**config.mk**
```make
export PLATFORM = sky130hd
export DESIGN_NAME = fb_pixel_writer
export DESIGN_NICKNAME = d
export VERILOG_FILES = /design/src/rtl/fb_pkg.sv /design/src/rtl/pixel_fifo.sv /design/src/rtl/fb_pixel_writer.sv
export SDC_FILE = /design/constraint.sdc
export NUM_CORES = 1
export LEC_CHECK = 0
export BUFFER_PORTS_ARGS = -buffer_cell sky130_fd_sc_hd__buf_2
export CAP_MARGIN = 20
export CORE_MARGIN = 5
export CORE_UTILIZATION = 55
export CTS_CLUSTER_DIAMETER = 50
export DETAILED_ROUTE_END_ITERATION = 8
export PLACE_DENSITY = 0.82
export SYNTH_ARGS = -nofsm -noshare
export SYNTH_HDL_FRONTEND = slang
export SYNTH_SLANG_ARGS = --single-unit
```
**constraint.sdc**
```tcl
create_clock -name clock -period 3.75 [get_ports clock]
set_clock_uncertainty 0.05 [all_clocks]
set_input_delay 0.9375 -clock clock [delete_from_list [all_inputs] [get_ports clock]]
set_output_delay 0.9375 -clock clock [all_outputs]
set_load 0.05 [all_outputs]
```
**src/rtl/fb_pkg.sv**
```systemverilog
// fb_pkg -- shared framebuffer definitions used by the pixel writer and the
// drawing engines: screen geometry, address/colour widths, the packed pixel
// record and the coordinate-to-address helper.
package fb_pkg;

    localparam int SCREEN_W = 160;
    localparam int SCREEN_H = 120;
    localparam int ADDR_W   = 15;
    localparam int COLOR_W  = 3;

    typedef struct packed {
        logic [7:0]         x;
        logic [6:0]         y;
        logic [COLOR_W-1:0] color;
    } pixel_t;

    // y*160 + x as two shifts and adds; result wraps to ADDR_W bits.
    function automatic logic [ADDR_W-1:0] pix_addr(input logic [7:0] px,
                                                    input logic [6:0] py);
        logic [ADDR_W-1:0] yy;
        yy = ADDR_W'(py);
        return (yy << 7) + (yy << 5) + ADDR_W'(px);
    endfunction

endpackage

```
**src/rtl/pixel_fifo.sv**
```systemverilog
// pixel_fifo -- synchronous FIFO of pixel_t records.
// Ports:
//   clock, reset       : clock, async active-high reset (flushes pointers)
//   push, wdata        : write request / data (ignored when full)
//   pop, rdata         : read request / head entry (ignored when empty)
//   full, empty, count : occupancy status, all from registered count
module pixel_fifo
    import fb_pkg::*;
#(
    parameter int DEPTH = 4
) (
    input  logic                   clock,
    input  logic                   reset,
    input  logic                   push,
    input  pixel_t                 wdata,
    input  logic                   pop,
    output pixel_t                 rdata,
    output logic                   full,
    output logic                   empty,
    output logic [$clog2(DEPTH):0] count
);

    localparam int PW = $clog2(DEPTH);

    pixel_t          mem [DEPTH];
    logic   [PW-1:0] head;
    logic   [PW-1:0] tail;
    logic            do_push;
    logic            do_pop;

    assign full    = (count == (PW+1)'(DEPTH));
    assign empty   = (count == '0);
    assign do_push = push && !full;
    assign do_pop  = pop && !empty;
    assign rdata   = mem[head];

    // Power-of-two depth lets the pointers wrap naturally.
    always_ff @(posedge clock or posedge reset) begin
        if (reset) begin
            head  <= '0;
            tail  <= '0;
            count <= '0;
        end else begin
            if (do_push) tail <= tail + 1'b1;
            if (do_pop)  head <= head + 1'b1;
            if (do_push && !do_pop)
                count <= count + 1'b1;
            else if (!do_push && do_pop)
                count <= count - 1'b1;
        end
    end

    // Storage needs no reset; validity is tracked by count.
    always_ff @(posedge clock) begin
        if (do_push) mem[tail] <= wdata;
    end

endmodule

```
**src/rtl/fb_pixel_writer.sv**
```systemverilog
// fb_pixel_writer -- collects plotted pixels from the drawing engines into a
// small FIFO and turns them into framebuffer writes (addr = y*160 + x).
// Ports:
//   clock, reset          : clock, async active-high reset
//   x, y, color, plot     : pixel stream in; accepted when plot && ready
//   ready                 : FIFO not full
//   mem_addr, mem_data    : write address / colour, held until granted
//   mem_we, mem_gnt       : write request / arbiter grant
//   idle                  : FIFO and output stage both empty
//   drop_count            : saturating count of clipped pixels
// Build option: define PIXEL_CLIP_EN to discard off-screen pixels and count
// them in drop_count; otherwise every pixel is written and drop_count is 0.
module fb_pixel_writer
    import fb_pkg::*;
#(
    parameter int DEPTH = 4
) (
    input  logic               clock,
    input  logic               reset,
    input  logic [7:0]         x,
    input  logic [6:0]         y,
    input  logic [COLOR_W-1:0] color,
    input  logic               plot,
    output logic               ready,
    output logic [ADDR_W-1:0]  mem_addr,
    output logic [COLOR_W-1:0] mem_data,
    output logic               mem_we,
    input  logic               mem_gnt,
    output logic               idle,
    output logic [7:0]         drop_count
);

    pixel_t                 in_pix;
    pixel_t                 head_pix;
    logic                   fifo_full;
    logic                   fifo_empty;
    logic [$clog2(DEPTH):0] fifo_count;
    logic                   accept;
    logic                   clipped;
    logic                   push;
    logic                   load;

    assign in_pix = '{x: x, y: y, color: color};
    assign accept = plot && ready;

`ifdef PIXEL_CLIP_EN
    assign clipped = (x >= 8'(SCREEN_W)) || (y >= 7'(SCREEN_H));

    always_ff @(posedge clock or posedge reset) begin
        if (reset)
            drop_count <= '0;
        else if (accept && clipped && drop_count != 8'hff)
            drop_count <= drop_count + 1'b1;
    end
`else
    assign clipped    = 1'b0;
    assign drop_count = '0;
`endif

    // A clipped pixel still consumes the handshake but never enters the FIFO.
    assign push = accept && !clipped;

    // Refill the stage when it is empty or its write retires this edge.
    assign load = !fifo_empty && (!mem_we || mem_gnt);

    pixel_fifo #(.DEPTH(DEPTH)) u_fifo (
        .clock (clock),
        .reset (reset),
        .push  (push),
        .wdata (in_pix),
        .pop   (load),
        .rdata (head_pix),
        .full  (fifo_full),
        .empty (fifo_empty),
        .count (fifo_count)
    );

    assign ready = !fifo_full;
    assign idle  = (fifo_count == '0) && !mem_we;

    always_ff @(posedge clock or posedge reset) begin
        if (reset) begin
            mem_we   <= 1'b0;
            mem_addr <= '0;
            mem_data <= '0;
        end else if (load) begin
            mem_we   <= 1'b1;
            mem_addr <= pix_addr(head_pix.x, head_pix.y);
            mem_data <= head_pix.color;
        end else if (mem_gnt) begin
            // Granted with nothing behind it: the stage empties.
            mem_we <= 1'b0;
        end
    end

endmodule

```
==> results of run 1 <==
synthesized netlist by cell type (all sizes together):
cell type,instances,area (sq um)
mux2,2,22.5
and2b,1,7.51
fa,3,60.1
nand4,1,6.26
o21ai,5,25.0
and2,1,6.26
nand2,44,165
nor2b,1,6.26
o22a,1,8.76
buf,14,106
o31a,3,27.5
o311a,1,10.0
mux4,18,458
clkbuf,1,13.8
a21oi,3,15.0
ha,18,225
dfrtp,26,651
o21a,1,7.51
or3,1,6.26
nor2,5,26.3
and3,4,25.0
inv,12,45.0
nand4b,1,8.76
edfxtp,72,2160
xor2,3,26.3
o21bai,1,7.51
a211oi,2,15.0
nand3,1,5.00
nand2b,1,6.26
a21o,1,7.51
nor3,3,37.5
xnor2,5,43.8
o31ai,2,15.0
o211ai,3,27.5
o221ai,1,15.0
a211o,1,10.0
conb,1,3.75
cells by family (layout without fill, tap and decap cells):
kind of cell / after synthesis / in the layout
and+or+nand+nor: 64 / 64
adders and majority gates: 21 / 21
muxes: 20 / 20
DFF: 98 / 98
other: 1 / 8
xor gates and xnor gates: 8 / 8
AOI/OAI and AO/OA: 25 / 25
buffers and inverters: 27 / 76
layer usage:
metal / share of wire / track usage / vias up
met4: 0.026 / 0.0788 / 0
met3: 0.039 / 0.0297 / 16
met5: 0 / 0 / -
met1: 0.42 / 0.199 / 1140
met2: 0.52 / 0.272 / 62
li1: - / - / 1079
registers in the layout, summed over array words and instances, names as in the netlist:
register and count:
u_fifo.mem 72, mem_addr 15, mem_data 3, u_fifo.count 3
u_fifo.head 2, u_fifo.tail 2, mem_we 1
metrics by stage:
stage,utilization,area [sq um],instances,hold WS (ns),worst slack (ns)
2_1_floorplan,-,4340,271,0.475,0.576
3_3_place_gp,0.598,4600,405,0.407,0.499
3_5_place_dp,0.598,4600,405,0.412,0.406
4_1_cts,0.623,4790,421,0.435,0.379
5_1_grt,0.625,4810,422,0.448,0.179
6_report,0.625,4810,422,0.426,0.387
critical path: cells and delay by family (launching register included):
| kind | cells | cell delay, ns |
|---|---|---|
| flip-flops | 1 | 0.64 |
| AO/OA/AOI/OAI | 4 | 0.92 |
| adder cells (fa/ha/maj) | 3 | 1.00 |
| multiplexers | 1 | 0.65 |
how the worst min path moves through the flow:
stage	startpoint	to	slack, ns	cells after the start
after floorplan	u_fifo.count[2]$_DFFE_PP0P_	u_fifo.count[2]$_DFFE_PP0P_	0.48	1
after global placement	mem_data[0]$_DFFE_PP0P_	mem_data[0]$_DFFE_PP0P_	0.41	2
after detailed placement	mem_data[2]$_DFFE_PP0P_	mem_data[2]$_DFFE_PP0P_	0.41	2
after CTS	mem_addr[7]$_DFFE_PP0P_	mem_addr[7]$_DFFE_PP0P_	0.44	2
after global routing	mem_addr[7]$_DFFE_PP0P_	mem_addr[7]$_DFFE_PP0P_	0.45	2
final	mem_addr[7]$_DFFE_PP0P_	mem_addr[7]$_DFFE_PP0P_	0.43	2
final cells by class:
type                    count  share of cell area
clock buffers              10              0.0286
clock inverters             6              0.0120
inverters                  12             0.00937
multi-input cells         146               0.284
flip-flops and latches     98               0.585
well taps                 102              0.0265
repair buffers             48              0.0547
==> impl_metrics.prom, run 1 <==
# TYPE chip_impl_metric gauge
chip_impl_info{name="run_status",value="completed"} 1
chip_impl_metric{name="fillCellCount",unit=""} 564
chip_impl_info{name="start_kind",value="flop"} 1
chip_impl_metric{name="synth_simple_gate_area_frac",unit=""} 0.0710
chip_impl_metric{name="timing.final.hold_violations",unit=""} 0
chip_impl_metric{name="clk_latency",unit="ns"} 0.37
chip_impl_metric{name="post_synth_fa_ha_maj_area_fraction",unit=""} 0.0661
chip_impl_metric{name="core",unit="sq um"} 7690
chip_impl_metric{name="syn2layout_area_growth",unit="%"} 11.4
chip_impl_info{name="cts_root_buf",value="clkbuf_8"} 1
chip_impl_metric{name="routed_via_density",unit=""} 5.44
chip_impl_metric{name="report.final.setup_viol",unit=""} 0
chip_impl_metric{name="total_routed_wirelength",unit="um"} 7290
chip_impl_metric{name="rr_worst_depth",unit=""} 8
chip_impl_metric{name="start_util",unit=""} 0.561
chip_impl_metric{name="timing.max_cap.violations",unit=""} 0
chip_impl_metric{name="post_cts_hold_buffer_count",unit=""} 0
chip_impl_metric{name="report.final.slew_viol_count",unit=""} 0
chip_impl_metric{name="max_freq",unit="MHz"} 297
chip_impl_metric{name="cp.required",unit="ns"} 3.96
chip_impl_info{name="most_frequent_cells_in_the_layout",value="72 x edfxtp_1, 44 x nand2_1, 42 x buf_2, 26 x dfrtp_1, 18 x ha_1"} 1
chip_impl_info{name="holdCritPathClass",value="flop to flop"} 1
chip_impl_metric{name="first_iter_violations",unit=""} 163
chip_impl_info{name="worst_r2r_startpoint",value="u_fifo.head[0]$_DFFE_PP0P_"} 1
chip_impl_info{name="largest_family_of_logic_cells_by_synthesized_area",value="multiplexers"} 1
chip_impl_metric{name="setup.reg_to_reg.worst_slack",unit="ns"} 0.39
chip_impl_metric{name="timing.max_slew.rel_slack",unit=""} 0.343
chip_impl_metric{name="fraction_of_layout_instances_using_a_drive_strength_above_1",unit=""} 0.244
chip_impl_metric{name="detailroute.via_count",unit=""} 2297
chip_impl_metric{name="critical_path.max_fanout",unit=""} 10
chip_impl_metric{name="grt_first_pass_wirelength",unit="um"} 11900
chip_impl_metric{name="syn-instance-count",unit=""} 264
chip_impl_info{name="final_common_cell",value="edfxtp_1"} 1
chip_impl_metric{name="grt_pass1_vias",unit=""} 2378
chip_impl_metric{name="combined_global_route_utilization_of_all_metal_layers",unit=""} 0.161
chip_impl_metric{name="gpl.final_weighted_congestion",unit=""} 0.819
chip_impl_metric{name="synth_seq_cells",unit=""} 98
chip_impl_metric{name="routed_wire_length_per_instance",unit="um"} 17.3
chip_impl_metric{name="nets",unit=""} 358
chip_impl_metric{name="synth-compound-area-share",unit=""} 0.0444
chip_impl_info{name="critical_path.endpoint",value="mem_addr[14]$_DFFE_PP0P_"} 1
chip_impl_info{name="critical_path.reg2reg.endpoint",value="mem_addr[14]$_DFFE_PP0P_"} 1
chip_impl_metric{name="syn_area_per_cell",unit="sq um"} 16.3
chip_impl_metric{name="cts.repair_timing.setup_buffer_count",unit=""} 0
chip_impl_metric{name="dr.pass1.iters",unit=""} 4
chip_impl_metric{name="finalWorstPathRequiredPeriod",unit="ns"} 3.36
chip_impl_metric{name="maximum_number_of_pins_on_one_net_before_global_route_repair",unit=""} 27
chip_impl_metric{name="regArea",unit="sq um"} 2810
chip_impl_info{name="path_class",value="flop to flop"} 1
chip_impl_metric{name="synth-xor-area-share",unit=""} 0.0162
chip_impl_metric{name="post_synth_mux_area_share",unit=""} 0.111
chip_impl_info{name="grt_setup_unrepaired",value="false"} 1
chip_impl_metric{name="die-area",unit="sq um"} 9720
chip_impl_metric{name="ys_seq_area_frac",unit=""} 0.652
chip_impl_metric{name="timing.final.crit_share",unit=""} 0.897
chip_impl_info{name="clock_tree_from_tritoncts",value="done"} 1
chip_impl_metric{name="clk_transition_reported_paths",unit="ns"} 0.10
chip_impl_metric{name="initial_antenna_violation_count",unit=""} 0
chip_impl_metric{name="antenna-diode-count",unit=""} 0
chip_impl_metric{name="post-route-drc-count",unit=""} 0
chip_impl_info{name="endpoint_class_of_the_critical_path",value="flop"} 1
chip_impl_metric{name="synth_cell_type_count",unit=""} 46
chip_impl_metric{name="timing.setup.tns",unit="ns"} 0
chip_impl_metric{name="postCtsResizedCells",unit=""} 0
chip_impl_info{name="worst_setup_path_startpoint",value="u_fifo.head[0]$_DFFE_PP0P_"} 1
chip_impl_metric{name="io_buffer_count",unit=""} 42
chip_impl_metric{name="syn-cell-area",unit="sq um"} 4320
chip_impl_metric{name="ios",unit=""} 51
chip_impl_metric{name="deepest_level_of_the_cts_h_tree",unit=""} 3
chip_impl_metric{name="multi_input_gate_area",unit="sq um"} 1360
chip_impl_metric{name="yosys_warnings",unit=""} 0
chip_impl_metric{name="dpl.hpwl",unit="um"} 4960
chip_impl_info{name="cpMaxStageDelayCell",value="mux4_1"} 1
chip_impl_metric{name="core.rowCount",unit=""} 32
chip_impl_metric{name="timing_worst_slew_pin_value",unit="ns"} 0.986
chip_impl_metric{name="number_of_sinks_handled_by_clock_tree_synthesis",unit=""} 98
chip_impl_metric{name="number_of_buffers_added_by_the_clock_tree_synthesis_step",unit=""} 9
chip_impl_metric{name="die_height",unit="um"} 98.6
chip_impl_metric{name="cp.arrival",unit="ns"} 3.58
chip_impl_metric{name="route.antenna.remaining_nets",unit=""} 0
chip_impl_metric{name="fp.dieW",unit="um"} 98.6
chip_impl_info{name="worst_path_cell_trace",value="mux4_1 > ha_1 > ha_1 > fa_1 > a21oi_1 > o21ai_0 > o31a_1 > o31a_1"} 1
chip_impl_metric{name="critical_path.max_stage_delay",unit="ns"} 0.65
chip_impl_metric{name="ctsLongestPathBuffers",unit=""} 2
chip_impl_metric{name="grt_overflow_total",unit=""} 0
Power of run 1 is left out: the tool's default activity adds up to more than one toggle a clock period on the data nets, which glitch-free logic cannot reach.
==> run 2, diff against run 1 <==
--- a/config.mk
+++ b/config.mk
@@ -12,6 +12,7 @@
 export CTS_CLUSTER_DIAMETER = 50
 export DETAILED_ROUTE_END_ITERATION = 8
 export PLACE_DENSITY = 0.82
+export SETUP_SLACK_MARGIN = 0.4
 export SYNTH_ARGS = -nofsm -noshare
 export SYNTH_HDL_FRONTEND = slang
 export SYNTH_SLANG_ARGS = --single-unit
==> constraint.sdc (replaced) <==
create_clock -name clock -period 3.7 [get_ports clock]
set_clock_uncertainty 0.05 [all_clocks]
set_input_delay 0.925 -clock clock [delete_from_list [all_inputs] [get_ports clock]]
set_output_delay 0.925 -clock clock [all_outputs]
set_load 0.05 [all_outputs]
==> run 2 against run 1 <==
Setup slack better by 0.22 ns. Non-clock buffer count up 2. Critical path type unchanged. Wire length down 0.82%. Via count up 0.48%. Sequential share of layout area down 0.67 points. Global-route usage down 0.54 points.
==> impl_metrics.prom, run 2 (synthesized netlist as in run 1, its figures left out) <==
# TYPE chip_impl_metric gauge
chip_impl_info{name="largest_register",value="u_fifo.mem"} 1
chip_impl_metric{name="dpl.hpwl",unit="um"} 4850
chip_impl_metric{name="deepest_level_of_the_cts_h_tree",unit=""} 3
chip_impl_metric{name="core.rowCount",unit=""} 32
chip_impl_info{name="final_common_cell",value="edfxtp_1"} 1
chip_impl_info{name="hold_critical_path_endpoint",value="mem_addr[7]$_DFFE_PP0P_"} 1
chip_impl_metric{name="report.final.slew_viol_count",unit=""} 0
chip_impl_info{name="endpoint_class_of_the_critical_path",value="flop"} 1
chip_impl_metric{name="ios",unit=""} 51
chip_impl_metric{name="clk_latency",unit="ns"} 0.35
chip_impl_metric{name="hold_depth",unit=""} 2
chip_impl_metric{name="timing.max_cap.violations",unit=""} 0
chip_impl_metric{name="syn2layout_area_growth",unit="%"} 12.8
chip_impl_info{name="start_kind",value="flop"} 1
chip_impl_info{name="run_status",value="completed"} 1
chip_impl_info{name="path_delay_family",value="adder cells"} 1
chip_impl_metric{name="dr.pass1.iters",unit=""} 5
chip_impl_info{name="cpMaxStageDelayCell",value="mux4_1"} 1
chip_impl_metric{name="combined_global_route_utilization_of_all_metal_layers",unit=""} 0.155
chip_impl_metric{name="gpl.final_weighted_congestion",unit=""} 0.818
chip_impl_info{name="critical_path.reg2reg.endpoint",value="mem_addr[14]$_DFFE_PP0P_"} 1
chip_impl_metric{name="number_of_buffers_added_by_the_clock_tree_synthesis_step",unit=""} 9
chip_impl_info{name="cts_root_buf",value="clkbuf_8"} 1
chip_impl_metric{name="fraction_of_layout_instances_using_a_drive_strength_above_1",unit=""} 0.258
chip_impl_info{name="path_class",value="flop to flop"} 1
chip_impl_metric{name="timing.final.hold_violations",unit=""} 0
chip_impl_metric{name="setup.reg_to_reg.worst_slack",unit="ns"} 0.60
chip_impl_metric{name="regArea",unit="sq um"} 2820
chip_impl_metric{name="first_iter_violations",unit=""} 107
chip_impl_metric{name="number_of_sinks_handled_by_clock_tree_synthesis",unit=""} 98
chip_impl_info{name="holdCritPathClass",value="flop to flop"} 1
chip_impl_metric{name="cp.arrival",unit="ns"} 3.29
chip_impl_metric{name="timing.final.crit_share",unit=""} 0.837
chip_impl_metric{name="timing.setup.tns",unit="ns"} 0
chip_impl_metric{name="clk_transition_reported_paths",unit="ns"} 0.09
chip_impl_metric{name="finalWorstPathRequiredPeriod",unit="ns"} 3.10
chip_impl_metric{name="maximum_number_of_pins_on_one_net_before_global_route_repair",unit=""} 27
chip_impl_info{name="most_frequent_cells_in_the_layout",value="72 x edfxtp_1, 44 x nand2_1, 42 x buf_2, 24 x dfrtp_1, 18 x ha_1"} 1
chip_impl_metric{name="routed_via_density",unit=""} 5.44
chip_impl_metric{name="grt_pass1_vias",unit=""} 2348
chip_impl_metric{name="initial_antenna_violation_count",unit=""} 0
chip_impl_metric{name="antenna-diode-count",unit=""} 0
chip_impl_metric{name="die-area",unit="sq um"} 9720
chip_impl_metric{name="timing_worst_slew_pin_value",unit="ns"} 0.969
chip_impl_metric{name="total_routed_wirelength",unit="um"} 7230
chip_impl_metric{name="grt_first_pass_wirelength",unit="um"} 11700
chip_impl_metric{name="report.final.setup_viol",unit=""} 0
chip_impl_metric{name="multi_input_gate_area",unit="sq um"} 1370
chip_impl_metric{name="route.antenna.remaining_nets",unit=""} 0
chip_impl_metric{name="io_buffer_count",unit=""} 42
chip_impl_metric{name="critical_path.max_fanout",unit=""} 8
chip_impl_info{name="hold_start",value="mem_addr[7]$_DFFE_PP0P_"} 1
chip_impl_info{name="reg_top3",value="u_fifo.mem (72), mem_addr (15)"} 1
chip_impl_metric{name="routed_wire_length_per_instance",unit="um"} 17.0
chip_impl_metric{name="start_util",unit=""} 0.561
chip_impl_metric{name="nets",unit=""} 360
chip_impl_metric{name="die_height",unit="um"} 98.6
chip_impl_metric{name="fillCellCount",unit=""} 544
chip_impl_metric{name="fp.dieW",unit="um"} 98.6
chip_impl_metric{name="ctsLongestPathBuffers",unit=""} 2
chip_impl_info{name="clock_tree_from_tritoncts",value="done"} 1
chip_impl_metric{name="cp_num_buf_inv",unit=""} 0
chip_impl_info{name="worst_r2r_startpoint",value="u_fifo.head[0]$_DFFE_PP0P_"} 1
chip_impl_metric{name="rr_worst_depth",unit=""} 8
chip_impl_metric{name="max_reg_flops",unit=""} 72
chip_impl_metric{name="post-route-drc-count",unit=""} 0
chip_impl_metric{name="critical_path.max_stage_delay",unit="ns"} 0.62
chip_impl_metric{name="detailroute.via_count",unit=""} 2308
chip_impl_metric{name="grt_overflow_total",unit=""} 0
chip_impl_info{name="worst_path_cell_trace",value="mux4_1 > ha_1 > ha_1 > fa_1 > a21oi_2 > o21ai_0 > o31a_1 > o31a_1"} 1
chip_impl_metric{name="core",unit="sq um"} 7690
chip_impl_info{name="grt_setup_unrepaired",value="false"} 1
chip_impl_metric{name="max_freq",unit="MHz"} 323
chip_impl_metric{name="cp.required",unit="ns"} 3.89
chip_impl_metric{name="timing.max_slew.rel_slack",unit=""} 0.354
-- run 2: cell types whose count changed in the layout (fill, tap and decap cells not counted), moves of 2 or more --
cell,delta
dfrtp_2,+2
buf_4,+2
inv_8,-2
bufinv_16,+2
dfrtp_1,-2
-- run 2: per-layer routing --
| metal | global-route usage | share of wire | routed length [um] |
|---|---|---|---|
| met1 | 0.195 | 0.42 | 3040 |
| met2 | 0.264 | 0.52 | 3730 |
| met3 | 0.0361 | 0.055 | 401 |
| met4 | 0.0567 | 0.0086 | 62 |
| met5 | 0 | 0 | 0 |
-- run 2: layout make-up --
| cell class | count | share of cell area |
|---|---|---|
| Clock buffer | 10 | 0.0283 |
| Clock inverter | 6 | 0.0198 |
| Inverter | 12 | 0.00925 |
| Multi-Input combinational cell | 146 | 0.281 |
| Sequential cell | 98 | 0.578 |
| Tap cell | 102 | 0.0262 |
| Timing Repair Buffer | 50 | 0.0571 |
-- run 2: worst register-to-register path, cell delays in order (launching register included) --
cell     delay (ns)
dfrtp_2        0.49
mux4_1         0.62
ha_1           0.32
ha_1           0.24
fa_1           0.43
a21oi_2        0.20
o21ai_0        0.13
o31a_1         0.27
o31a_1         0.24
-- run 2: how the worst max path moves through the flow --
stage | from | endpoint | slack (ns) | cells past startpoint
6_report | u_fifo.head[0]$_DFFE_PP0P_ | mem_addr[14]$_DFFE_PP0P_ | 0.60 | 8
5_1_grt | u_fifo.head[0]$_DFFE_PP0P_ | mem_addr[14]$_DFFE_PP0P_ | 0.43 | 8
4_1_cts | u_fifo.head[1]$_DFFE_PP0P_ | mem_addr[14]$_DFFE_PP0P_ | 0.48 | 9
3_5_place_dp | u_fifo.head[0]$_DFFE_PP0P_ | mem_addr[14]$_DFFE_PP0P_ | 0.40 | 8
3_3_place_gp | u_fifo.head[0]$_DFFE_PP0P_ | mem_addr[14]$_DFFE_PP0P_ | 0.44 | 8
2_1_floorplan | u_fifo.head[0]$_DFFE_PP0P_ | mem_addr[14]$_DFFE_PP0P_ | 0.53 | 10
-- run 2: stage by stage --
stage                     area (sq um)  instances  hold slack [ns]  setup slack (ns)   util
after floorplan                   4340        271            0.475             0.526      -
after global placement            4590        404            0.407             0.441  0.597
after global routing              4870        424            0.453             0.433  0.633
after detailed placement          4590        404            0.407             0.399  0.597
final                             4870        424            0.427             0.603  0.633
after CTS                         4820        420            0.432             0.476  0.628
-- run 2: what timing repair did --
action | CTS | global route
setup buffers | 0 | 3
setup endpoints to repair | 1 | 2
gates resized for setup | 1 | 2
hold buffers | 0 | 0
hold endpoints to repair | 0 | 0
Power of run 2 is left out for the same reason.
==> run 3, diff against run 2 <==
--- a/config.mk
+++ b/config.mk
@@ -8,10 +8,10 @@
 export BUFFER_PORTS_ARGS = -buffer_cell sky130_fd_sc_hd__buf_2
 export CAP_MARGIN = 20
 export CORE_MARGIN = 5
-export CORE_UTILIZATION = 55
+export CORE_UTILIZATION = 52
 export CTS_CLUSTER_DIAMETER = 50
 export DETAILED_ROUTE_END_ITERATION = 8
-export PLACE_DENSITY = 0.82
+export PLACE_DENSITY = 0.81
 export SETUP_SLACK_MARGIN = 0.4
 export SYNTH_ARGS = -nofsm -noshare
 export SYNTH_HDL_FRONTEND = slang
==> constraint.sdc (replaced) <==
create_clock -name clock -period 2.8 [get_ports clock]
set_clock_uncertainty 0.05 [all_clocks]
set_input_delay 0.7 -clock clock [delete_from_list [all_inputs] [get_ports clock]]
set_output_delay 0.7 -clock clock [all_outputs]
set_load 0.05 [all_outputs]
==> run 3 against run 2 <==
The flow now finishes with violations (negative setup slack). Wire length up 12%. First-iteration DRC count up 11%. Sequential share of layout area down 2.4 points. Via count up 4.2%. Critical path depth up 2. Sequential cell count unchanged. Largest cell class unchanged.
==> impl_metrics.prom, run 3 (synthesized netlist as in run 1, its figures left out) <==
# TYPE chip_impl_metric gauge
chip_impl_info{name="clock_tree_from_tritoncts",value="done"} 1
chip_impl_metric{name="report.final.slew_viol_count",unit=""} 0
chip_impl_metric{name="ios",unit=""} 51
chip_impl_info{name="largest_register",value="u_fifo.mem"} 1
chip_impl_metric{name="routed_wire_length_per_instance",unit="um"} 18.3
chip_impl_metric{name="detailroute.via_count",unit=""} 2406
chip_impl_metric{name="ctsLongestPathBuffers",unit=""} 2
chip_impl_metric{name="final_critical_path_setup_slack",unit="ns"} -0.00908
chip_impl_metric{name="cp.required",unit="ns"} 3.00
chip_impl_metric{name="post_cts_hold_buffer_count",unit=""} 0
chip_impl_metric{name="grt_overflow_total",unit=""} 0
chip_impl_info{name="violations",value="negative setup slack"} 1
chip_impl_metric{name="cp.arrival",unit="ns"} 3.01
chip_impl_metric{name="fraction_of_layout_instances_using_a_drive_strength_above_1",unit=""} 0.367
chip_impl_metric{name="first_iter_violations",unit=""} 119
chip_impl_metric{name="dpl.hpwl",unit="um"} 5400
chip_impl_metric{name="report.final.setup_viol",unit=""} 1
chip_impl_metric{name="die_height",unit="um"} 101
chip_impl_metric{name="number_of_sinks_handled_by_clock_tree_synthesis",unit=""} 98
chip_impl_metric{name="start_util",unit=""} 0.531
chip_impl_metric{name="finalWorstPathRequiredPeriod",unit="ns"} 2.81
chip_impl_metric{name="setup.reg_to_reg.worst_slack",unit="ns"} -0.009
chip_impl_metric{name="max_freq",unit="MHz"} 356
chip_impl_info{name="worst_r2r_startpoint",value="u_fifo.head[0]$_DFFE_PP0P_"} 1
chip_impl_info{name="final_common_cell",value="edfxtp_1"} 1
chip_impl_metric{name="timing.setup.tns",unit="ns"} -0.00908
chip_impl_metric{name="dp_cells",unit=""} 420
chip_impl_metric{name="route.antenna.remaining_nets",unit=""} 0
chip_impl_metric{name="grt_first_pass_wirelength",unit="um"} 12600
chip_impl_metric{name="total_routed_wirelength",unit="um"} 8100
chip_impl_metric{name="nets",unit=""} 376
chip_impl_metric{name="dr.pass1.iters",unit=""} 4
chip_impl_metric{name="routed_via_density",unit=""} 5.43
chip_impl_info{name="critical_path.reg2reg.endpoint",value="mem_addr[14]$_DFFE_PP0P_"} 1
chip_impl_metric{name="gpl.final_weighted_congestion",unit=""} 0.863
chip_impl_metric{name="combined_global_route_utilization_of_all_metal_layers",unit=""} 0.165
chip_impl_metric{name="io_buffer_count",unit=""} 42
chip_impl_metric{name="clk_transition_reported_paths",unit="ns"} 0.10
chip_impl_metric{name="post-route-drc-count",unit=""} 0
chip_impl_metric{name="timing.max_cap.violations",unit=""} 0
chip_impl_metric{name="instances_no_fill",unit=""} 443
chip_impl_metric{name="timing.final.hold_violations",unit=""} 0
chip_impl_metric{name="maximum_number_of_pins_on_one_net_before_global_route_repair",unit=""} 27
chip_impl_info{name="path_class",value="flop to flop"} 1
chip_impl_metric{name="syn2layout_area_growth",unit="%"} 17.6
chip_impl_metric{name="rr_worst_depth",unit=""} 10
chip_impl_info{name="start_kind",value="flop"} 1
chip_impl_info{name="cts_root_buf",value="clkbuf_8"} 1
chip_impl_metric{name="die-area",unit="sq um"} 10200
chip_impl_info{name="holdCritPathClass",value="input pin to asynchronous set/reset pin"} 1
chip_impl_metric{name="layout.core_utilization",unit=""} 0.624
chip_impl_info{name="grt_setup_unrepaired",value="true"} 1
chip_impl_metric{name="core.rowCount",unit=""} 33
chip_impl_metric{name="timing.final.crit_share",unit=""} 1.00
chip_impl_info{name="run_status",value="complete, but fails checks"} 1
chip_impl_metric{name="max_reg_flops",unit=""} 72
chip_impl_metric{name="number_of_buffers_added_by_the_clock_tree_synthesis_step",unit=""} 9
chip_impl_metric{name="grt_pass1_vias",unit=""} 2492
chip_impl_info{name="most_frequent_cells_in_the_layout",value="72 x edfxtp_1, 44 x nand2_1, 41 x buf_2, 26 x dfrtp_1, 23 x buf_4"} 1
chip_impl_metric{name="fp.dieW",unit="um"} 101
chip_impl_metric{name="antenna-diode-count",unit=""} 0
chip_impl_info{name="endpoint_class_of_the_critical_path",value="flop"} 1
chip_impl_metric{name="critical_path.max_fanout",unit=""} 8
chip_impl_metric{name="clk_latency",unit="ns"} 0.35
chip_impl_metric{name="core",unit="sq um"} 8130
chip_impl_metric{name="initial_antenna_violation_count",unit=""} 1
chip_impl_metric{name="deepest_level_of_the_cts_h_tree",unit=""} 3
chip_impl_info{name="reg_top3",value="u_fifo.mem (72), mem_addr (15)"} 1
-- run 3: worst max path at each step --
stage,from,to,slack [ns],cells past startpoint
final,u_fifo.head[0]$_DFFE_PP0P_,mem_addr[14]$_DFFE_PP0P_,-0.009,10
after global routing,u_fifo.head[0]$_DFFE_PP0P_,mem_addr[14]$_DFFE_PP0P_,-0.12,9
after CTS,u_fifo.head[0]$_DFFE_PP0P_,mem_addr[14]$_DFFE_PP0P_,-0.04,10
after detailed placement,u_fifo.head[0]$_DFFE_PP0P_,mem_addr[14]$_DFFE_PP0P_,-0.1,9
after global placement,u_fifo.head[0]$_DFFE_PP0P_,mem_addr[14]$_DFFE_PP0P_,0.008,10
after floorplan,u_fifo.head[0]$_DFFE_PP0P_,mem_addr[14]$_DFFE_PP0P_,-0.09,10
-- run 3: through the flow --
stage	area [sq um]	setup WS, ns	hold WS (ns)
floorplan	4370	-0.0940	0.475
global placement	4730	0.00799	0.409
detailed placement	4730	-0.0957	0.407
CTS	5010	-0.0429	0.352
global route	5080	-0.122	0.373
finish	5080	-0.00908	0.345
-- run 3: worst max-delay path: stages, from the launching register on --
cell	delay [ns]
dfrtp_1	0.41
buf_12	0.16
mux4_2	0.37
inv_2	0.04
fa_1	0.51
inv_2	0.07
fa_2	0.37
a21oi_4	0.17
o21ai_2	0.07
o31a_1	0.25
o31a_1	0.24
-- run 3: repair_timing --
action / 4_1_cts / 5_1_grt
setup endpoints to repair: 9 / 10
gates resized for setup: 13 / 12
pin swaps: 4 / 13
buffers inserted: 4 / 3
-- run 3: layout make-up --
class | count | area (sq um)
Inverter | 12 | 45.0
Tap cell | 105 | 131
Multi-Input combinational cell | 146 | 1470
Fill cell | 593 | 3060
Timing Repair Buffer | 66 | 409
Clock inverter | 7 | 83.8
Clock buffer | 9 | 124
Sequential cell | 98 | 2810
-- run 3: routing by layer --
metal	wire length, um	share of wire	track usage	vias to the layer above
met4	147	0.018	0.0613	2
li1	-	-	-	1117
met1	3290	0.41	0.194	1212
met3	359	0.044	0.0360	16
met5	7	0.00086	0	-
met2	4290	0.53	0.295	59
Power of run 3 is left out for the same reason.
